$ cat src/rtl/iopad_bank_if.sv
// iopad_bank_if: config chain, fabric and pad signals of an iopad_bank
interface iopad_bank_if #(parameter int NUM_IO = 8);
  logic ccff_head, ccff_tail, cfg_en;
  logic [NUM_IO-1:0] fab_out, fab_oe, fab_in, pad_in, pad_out, pad_oe;
  modport master (
    output ccff_head, cfg_en, fab_out, fab_oe, pad_in,
    input  ccff_tail, fab_in, pad_out, pad_oe
  );
  modport slave (
    input  ccff_head, cfg_en, fab_out, fab_oe, pad_in,
    output ccff_tail, fab_in, pad_out, pad_oe
  );
endinterface

$ cat src/rtl/iopad_bank.sv
// iopad_bank: N-channel configurable pad bank; define IOPAD_BANK_FILTER_EN to build the input glitch filter
module iopad_bank #(
  parameter int NUM_IO = 8,
  parameter int SYNC_STAGES = 2,
  parameter int FILT_W = 4
) (
  input logic CLK,
  input logic RESET,
  iopad_bank_if.slave io
);
  localparam int cw = 3 * NUM_IO;
  logic [cw-1:0] cfg;
  logic [NUM_IO-1:0] sync [SYNC_STAGES];
  logic [NUM_IO-1:0] sync_out, out_q, in_q;
  assign sync_out = sync[SYNC_STAGES-1];
  assign io.ccff_tail = cfg[cw-1];
  assign io.fab_in = in_q;
  always_ff @(posedge CLK or posedge RESET)
    if (RESET) begin
      cfg <= '0;
      out_q <= '0;
      for (int i = 0; i < SYNC_STAGES; i++) sync[i] <= '0;
    end else begin
      if (io.cfg_en) cfg <= {cfg[cw-2:0], io.ccff_head};
      out_q <= io.fab_out;
      sync[0] <= io.pad_in;
      for (int i = 1; i < SYNC_STAGES; i++) sync[i] <= sync[i-1];
    end
`ifdef IOPAD_BANK_FILTER_EN
  localparam logic [FILT_W-1:0] cnt_top = FILT_W'((2 ** FILT_W) - 2);
  logic [FILT_W-1:0] cnt [NUM_IO];
  // unfiltered channels and accepted changes both reload in_q and clear the count
  always_ff @(posedge CLK or posedge RESET)
    if (RESET) begin
      in_q <= '0;
      for (int k = 0; k < NUM_IO; k++) cnt[k] <= '0;
    end else if (!io.cfg_en)
      for (int k = 0; k < NUM_IO; k++)
        if (!cfg[3*k+2] || (sync_out[k] != in_q[k] && cnt[k] == cnt_top)) begin
          in_q[k] <= sync_out[k];
          cnt[k] <= '0;
        end else
          cnt[k] <= (sync_out[k] != in_q[k]) ? cnt[k] + 1'b1 : '0;
`else
  always_ff @(posedge CLK or posedge RESET)
    if (RESET) in_q <= '0;
    else if (!io.cfg_en) in_q <= sync_out;
`endif
  always_comb begin
    io.pad_out = '0;
    io.pad_oe = '0;
    for (int k = 0; k < NUM_IO; k++) begin
      io.pad_out[k] = (cfg[3*k +: 2] == 2'b10) ? out_q[k] : (cfg[3*k +: 2] != 2'b00) & io.fab_out[k];
      io.pad_oe[k] = !io.cfg_en & ((cfg[3*k +: 2] == 2'b11) ? io.fab_oe[k] : (cfg[3*k +: 2] != 2'b00));
    end
  end
endmodule
$ cat src/flat_wrapper.sv
// flat-port wrapper written by rule: the top's interface ports become plain ports
module iopad_bank_flat 
#(
  parameter int NUM_IO = 8,
  parameter int SYNC_STAGES = 2,
  parameter int FILT_W = 4
)
  (CLK, RESET, io_ccff_head, io_cfg_en, io_fab_out, io_fab_oe, io_pad_in, io_ccff_tail, io_fab_in, io_pad_out, io_pad_oe);
  iopad_bank_if #(.NUM_IO(NUM_IO)) io_i ();
  input logic CLK;
  input logic RESET;
  input wire logic [$bits(io_i.ccff_head)-1:0] io_ccff_head;
  input wire logic [$bits(io_i.cfg_en)-1:0] io_cfg_en;
  input wire logic [$bits(io_i.fab_out)-1:0] io_fab_out;
  input wire logic [$bits(io_i.fab_oe)-1:0] io_fab_oe;
  input wire logic [$bits(io_i.pad_in)-1:0] io_pad_in;
  output wire logic [$bits(io_i.ccff_tail)-1:0] io_ccff_tail;
  output wire logic [$bits(io_i.fab_in)-1:0] io_fab_in;
  output wire logic [$bits(io_i.pad_out)-1:0] io_pad_out;
  output wire logic [$bits(io_i.pad_oe)-1:0] io_pad_oe;
  assign io_i.ccff_head = io_ccff_head;
  assign io_i.cfg_en = io_cfg_en;
  assign io_i.fab_out = io_fab_out;
  assign io_i.fab_oe = io_fab_oe;
  assign io_i.pad_in = io_pad_in;
  assign io_ccff_tail = io_i.ccff_tail;
  assign io_fab_in = io_i.fab_in;
  assign io_pad_out = io_i.pad_out;
  assign io_pad_oe = io_i.pad_oe;
  iopad_bank #(.NUM_IO(NUM_IO), .SYNC_STAGES(SYNC_STAGES), .FILT_W(FILT_W)) u_core (.CLK(CLK), .RESET(RESET), .io(io_i));
endmodule
$ cat config.mk
export PLATFORM = sky130hd
export DESIGN_NAME = iopad_bank_flat
export DESIGN_NICKNAME = d
export VERILOG_FILES = /design/src/rtl/iopad_bank_if.sv /design/src/rtl/iopad_bank.sv /design/src/flat_wrapper.sv
export SDC_FILE = /design/constraint.sdc
export NUM_CORES = 1
export LEC_CHECK = 0
export CAP_MARGIN = 20
export CORE_UTILIZATION = 30
export DETAILED_ROUTE_END_ITERATION = 8
export GPL_TIMING_DRIVEN = 0
export PLACE_DENSITY = 0.56
export SYNTH_ARGS = -nofsm -noshare
export SYNTH_HDL_FRONTEND = slang
export SYNTH_SLANG_ARGS = --single-unit
$ cat constraint.sdc
create_clock -name CLK -period 1.95 [get_ports CLK]
set_clock_uncertainty 0.15 [all_clocks]
set_input_delay 0.195 -clock CLK [delete_from_list [all_inputs] [get_ports CLK]]
set_output_delay 0.195 -clock CLK [all_outputs]
set_load 0.02 [all_outputs]
# Yosys cells after proc, flatten, opt, wreduce, memory -nomap -nowiden
# Cells that the tools add are included.
# Widths: inputs -> output; s select.
# word_totals
regBits	56
latchBits	0
mem_bits_rw	0
mem_bits_ro	0
out_inout_bits	25
mem_count	0
# classes
addsub	0
mul	0
div_mod_pow	0
magnitude_cmp	0
eq_ne	16
shift	0
muxes	16
bitwise_logic	16
n_reduce_logical	9
# ops
operator	n
$eq 2x2->1 const B	16
$and 1x1->1	16
$mux 1	16
$reduce_bool 2->1	8
$logic_not 1->1	1

# Longest topological paths before layout
# logic_depth
ltp_word	3
ltp_mapped	2

# Least setup slack after synthesis
# OpenSTA, ideal clock, no wires.
# synth_path
path_kind	flip-flop to output port
from	register u_core.cfg[0]
to	output port io_pad_oe[0]
arrival_time_ns	1.063
required_ns	1.605
setup_slack_ns	0.542
stages_incl_launch_ff	3
cell_sequence	dfrtp_1 > and3b_1 > nor3_1
# synth_between
elab_chain_cells	3
elab_cells_between_ends	4
# synth_lines
item	line_no	source
start: declaration	iopad_bank.sv:12	logic [cw-1:0] cfg;
start signal: assignment	iopad_bank.sv:24	if (io.cfg_en) cfg <= {cfg[cw-2:0], io.ccff_head};
$eq 2x2->1 / $reduce_bool 2->1 (equally long branches)	iopad_bank.sv:54	io.pad_oe[k] = !io.cfg_en & ((cfg[3*k +: 2] == 2'b11) ? io.fab_oe[k] : (cfg[3*k +: 2] != 2'b00));
$mux 1 *	iopad_bank.sv:54	
$and 1x1->1 *	iopad_bank.sv:54	
end: declaration	flat_wrapper.sv:20	output wire logic [$bits(io_i.pad_oe)-1:0] io_pad_oe;
# Mark *: on every way between the ends. The rest lies on a longest branch, timed or not.

# Worst setup path in the final report
# Ends and elaborated chain as after synthesis.

==> qor.txt <==
WORST SETUP PATH
------------------------------------------------------------------------------
Peak per-stage delay on the critical path                               430 ps
Critical Path End Type                                            primary output
Critical-path cell list                                           and3b_1 > nor3_1 > dlygate4sd2_1
Setup Crit Path Kind                                                   reg2out
Worst-path fanout max                                                        6
Worst Setup Start Kind                                               flip-flop
Data required time at the worst endpoint                               1600 ps
Worst endpoint data arrival time                                       1440 ps
Cell at the slowest stage of the critical path                         dfrtp_1

GRT
------------------------------------------------------------------------------
Antenna violations before repair                                             0
Via count of the first global-routing pass                                1184
Aggregate global routing overflow                                            0
Maximum number of pins on one net before global-route repair                32
Overall fraction of global-route tracks in use                           9.99%
Wire length of the first global-routing pass                           5600 µm

ROUTING
------------------------------------------------------------------------------
M1 WL                                                                  1510 µm
WL met3                                                                 192 µm
Antenna violation net count after detailed routing                           0
Initial DRC Count                                                           48
Routed via count                                                          1245
Post-DR wirelength/cell                                                11.9 µm
Top metal layer carrying routed signals                                   met4
Routed met2 length                                                     1580 µm
Number of iterations in the first detailed-routing pass                      5
Total length of routed wires                                           3310 µm
Detail-routed via count per cell                                          4.48
Remaining DRCs                                                               0

TIMING
------------------------------------------------------------------------------
Final hold violation count                                                   0
Number of slew-limit violations in the final report                          0
Final WS setup                                                          162 ps
Final setup viols                                                            0
Actual transition at the worst max-transition pin                       571 ps
Clock period minus final worst setup slack                             1790 ps
Highest achievable clock rate                                          559 MHz
Setup repair after global routing missed its margin                      false
Post-route fraction of the period consumed by the critical path          91.7%
Post-route worst hold slack                                            48.6 ps
Max transition margin                                                    61.9%
Sum of negative setup slack                                               0 ps

CTS
------------------------------------------------------------------------------
Hold-fix buffers at CTS                                                      0
Clock H-tree levels                                                          2
Setup fix buffers added after clock tree synthesis                           0
PostCTS Resize Cnt                                                           8
CTS tree                                                                  done
Worst-Skew Late Latency                                                 300 ps
Total number of clock tree sinks                                            56
Clock Tree Root                                                       clkbuf_8
Clock transition at the registers of the reported paths                  90 ps
Maximum root-to-sink buffer count                                            2
Number of buffers created by CTS                                             5

PLACEMENT
------------------------------------------------------------------------------
Post-place instance area                                              2680 µm²
Hpwl dp                                                                2230 µm
GP Congestion                                                            0.632
Instance count after placement with tap cells included                     270
Pre-CTS setup slack                                                   -19.4 ps
PortBufs                                                                    51

LAYOUT
------------------------------------------------------------------------------
Number of fill cells in the layout                                         623
Leading cell types in the layout, fill and taps excluded          dfrtp_1 (56), clkdlybuf4s50_1 (35), mux2_2 (32)
Final Util                                                               43.0%
Nets                                                                       228
Area growth, synth to finish                                             35.3%
Most common cell after layout, fill and taps aside                     dfrtp_1
Post-route design area                                                2780 µm²
Fraction of layout instances using a drive strength above 1              22.9%
N_diodes                                                                     0
Post-layout instance count excluding filler cells                          278

YOSYS
------------------------------------------------------------------------------
Number of synthesis warnings                                                 0
Number of different library cells in the post-synthesis netlist              9
Post-synthesis instance area                                          2050 µm²
Mean cell area of the mapped netlist                                  14.5 µm²
Number of nets in the synthesized netlist                                  169
Proportion of synthesized chip area in sequential cells                  68.3%
Number of flip-flops and latches in the synthesized netlist                 56
Gate count after technology mapping                                        141

POWER AND IR DROP
------------------------------------------------------------------------------
Leakage Power                                                          1.33 nW
Peak supply drop                                                    0.000394 V
Power, Total                                                           3.10 mW
Total power divided by cell area                                   1120 nW/µm²

DIE
------------------------------------------------------------------------------
Die H                                                                  84.7 µm
I/O Pins                                                                    53
Row count                                                                   29
Area of the die                                                       7170 µm²
Initial core utilization                                                 31.8%
Core region area                                                      6460 µm²
Horizontal extent of the die                                           84.7 µm

STATUS
------------------------------------------------------------------------------
Outcome                                                           finished, final reports clean

MIN PATH
------------------------------------------------------------------------------
Hold Path Class                                                         in2reg

JOB
------------------------------------------------------------------------------
Number of maximum-capacitance constraint violations                          0

==> layout make-up <==
type / instances / area [µm²] / area share [%]
inverters: 1 / 3.75 / 0.135
clock buffers: 5 / 68.8 / 2.48
multi-input cells: 80 / 601 / 21.6
well taps: 77 / 96.3 / 3.47
flip-flops and latches: 56 / 1400 / 50.5
repair buffers: 52 / 541 / 19.5
plain buffers: 4 / 45.0 / 1.62
clock inverters: 3 / 18.8 / 0.676
==> synth_stat cells, drive strengths merged <==
cell type	n	share of area, %
dfrtp	56	68
mux2	32	18
nand2	16	2.9
and3b	8	3.4
nor2	8	1.5
nor3	8	2.0
o21ai	8	2.0
buf	4	2.2
inv	1	0.18
==> worst paths after layout <==
| path | slack (ps) | to | from | cells after the start |
|---|---|---|---|---|
| setup / recovery | 160 | io_pad_oe[0] | u_core.cfg[0] | 3 |
| hold / removal | 50 | u_core.cfg[11] | io_cfg_en | 2 |
| setup reg to reg | 970 | u_core.cfg[16] | u_core.cfg[15] | 1 |
| hold reg to reg | 200 | u_core.sync_out[7] | u_core.sync[15] | 0 |
| max in group asynchronous | 990 | u_core.sync_out[3] | RESET | 3 |
| min in group asynchronous | 110 | u_core.out_q[1] | RESET | 2 |
==> metal layers <==
layer / track usage, % / vias up
met2: 15.0 / 36
met3: 3.74 / 2
met1: 13.0 / 609
li1: - / 598
met5: 0 / -
met4: 4.16 / 0
==> where the power goes <==
part           internal [mW]  total (mW)  switching, mW
sequential              1.41        1.63          0.217
clock                  0.251       0.604          0.353
combinational          0.485       0.868          0.383
total                   2.15        3.10          0.953
==> state kept, by name, indices dropped and copies added (netlist names) <==
register and count:
u_core.sync_out 8, u_core.io.fab_in 8, u_core.out_q 8, u_core.sync 8
u_core.cfg 24
==> kinds of logic (layout without fill, tap and decap cells) <==
family	after synthesis	count (layout)	share of synthesized area, %
flip-flops	56	56	68.3
AND/OR/NAND/NOR	40	40	9.76
multiplexers	32	32	17.6
buffers and inverters	5	65	2.38
AO/OA/AOI/OAI	8	8	1.95
==> critical path: cells and delay by family (launching register included) <==
family | cells | cell delay [ps]
buffers and inverters | 1 | 350
DFF | 1 | 430
and+or+nand+nor | 2 | 360
(Power assumes the default switching activity.)
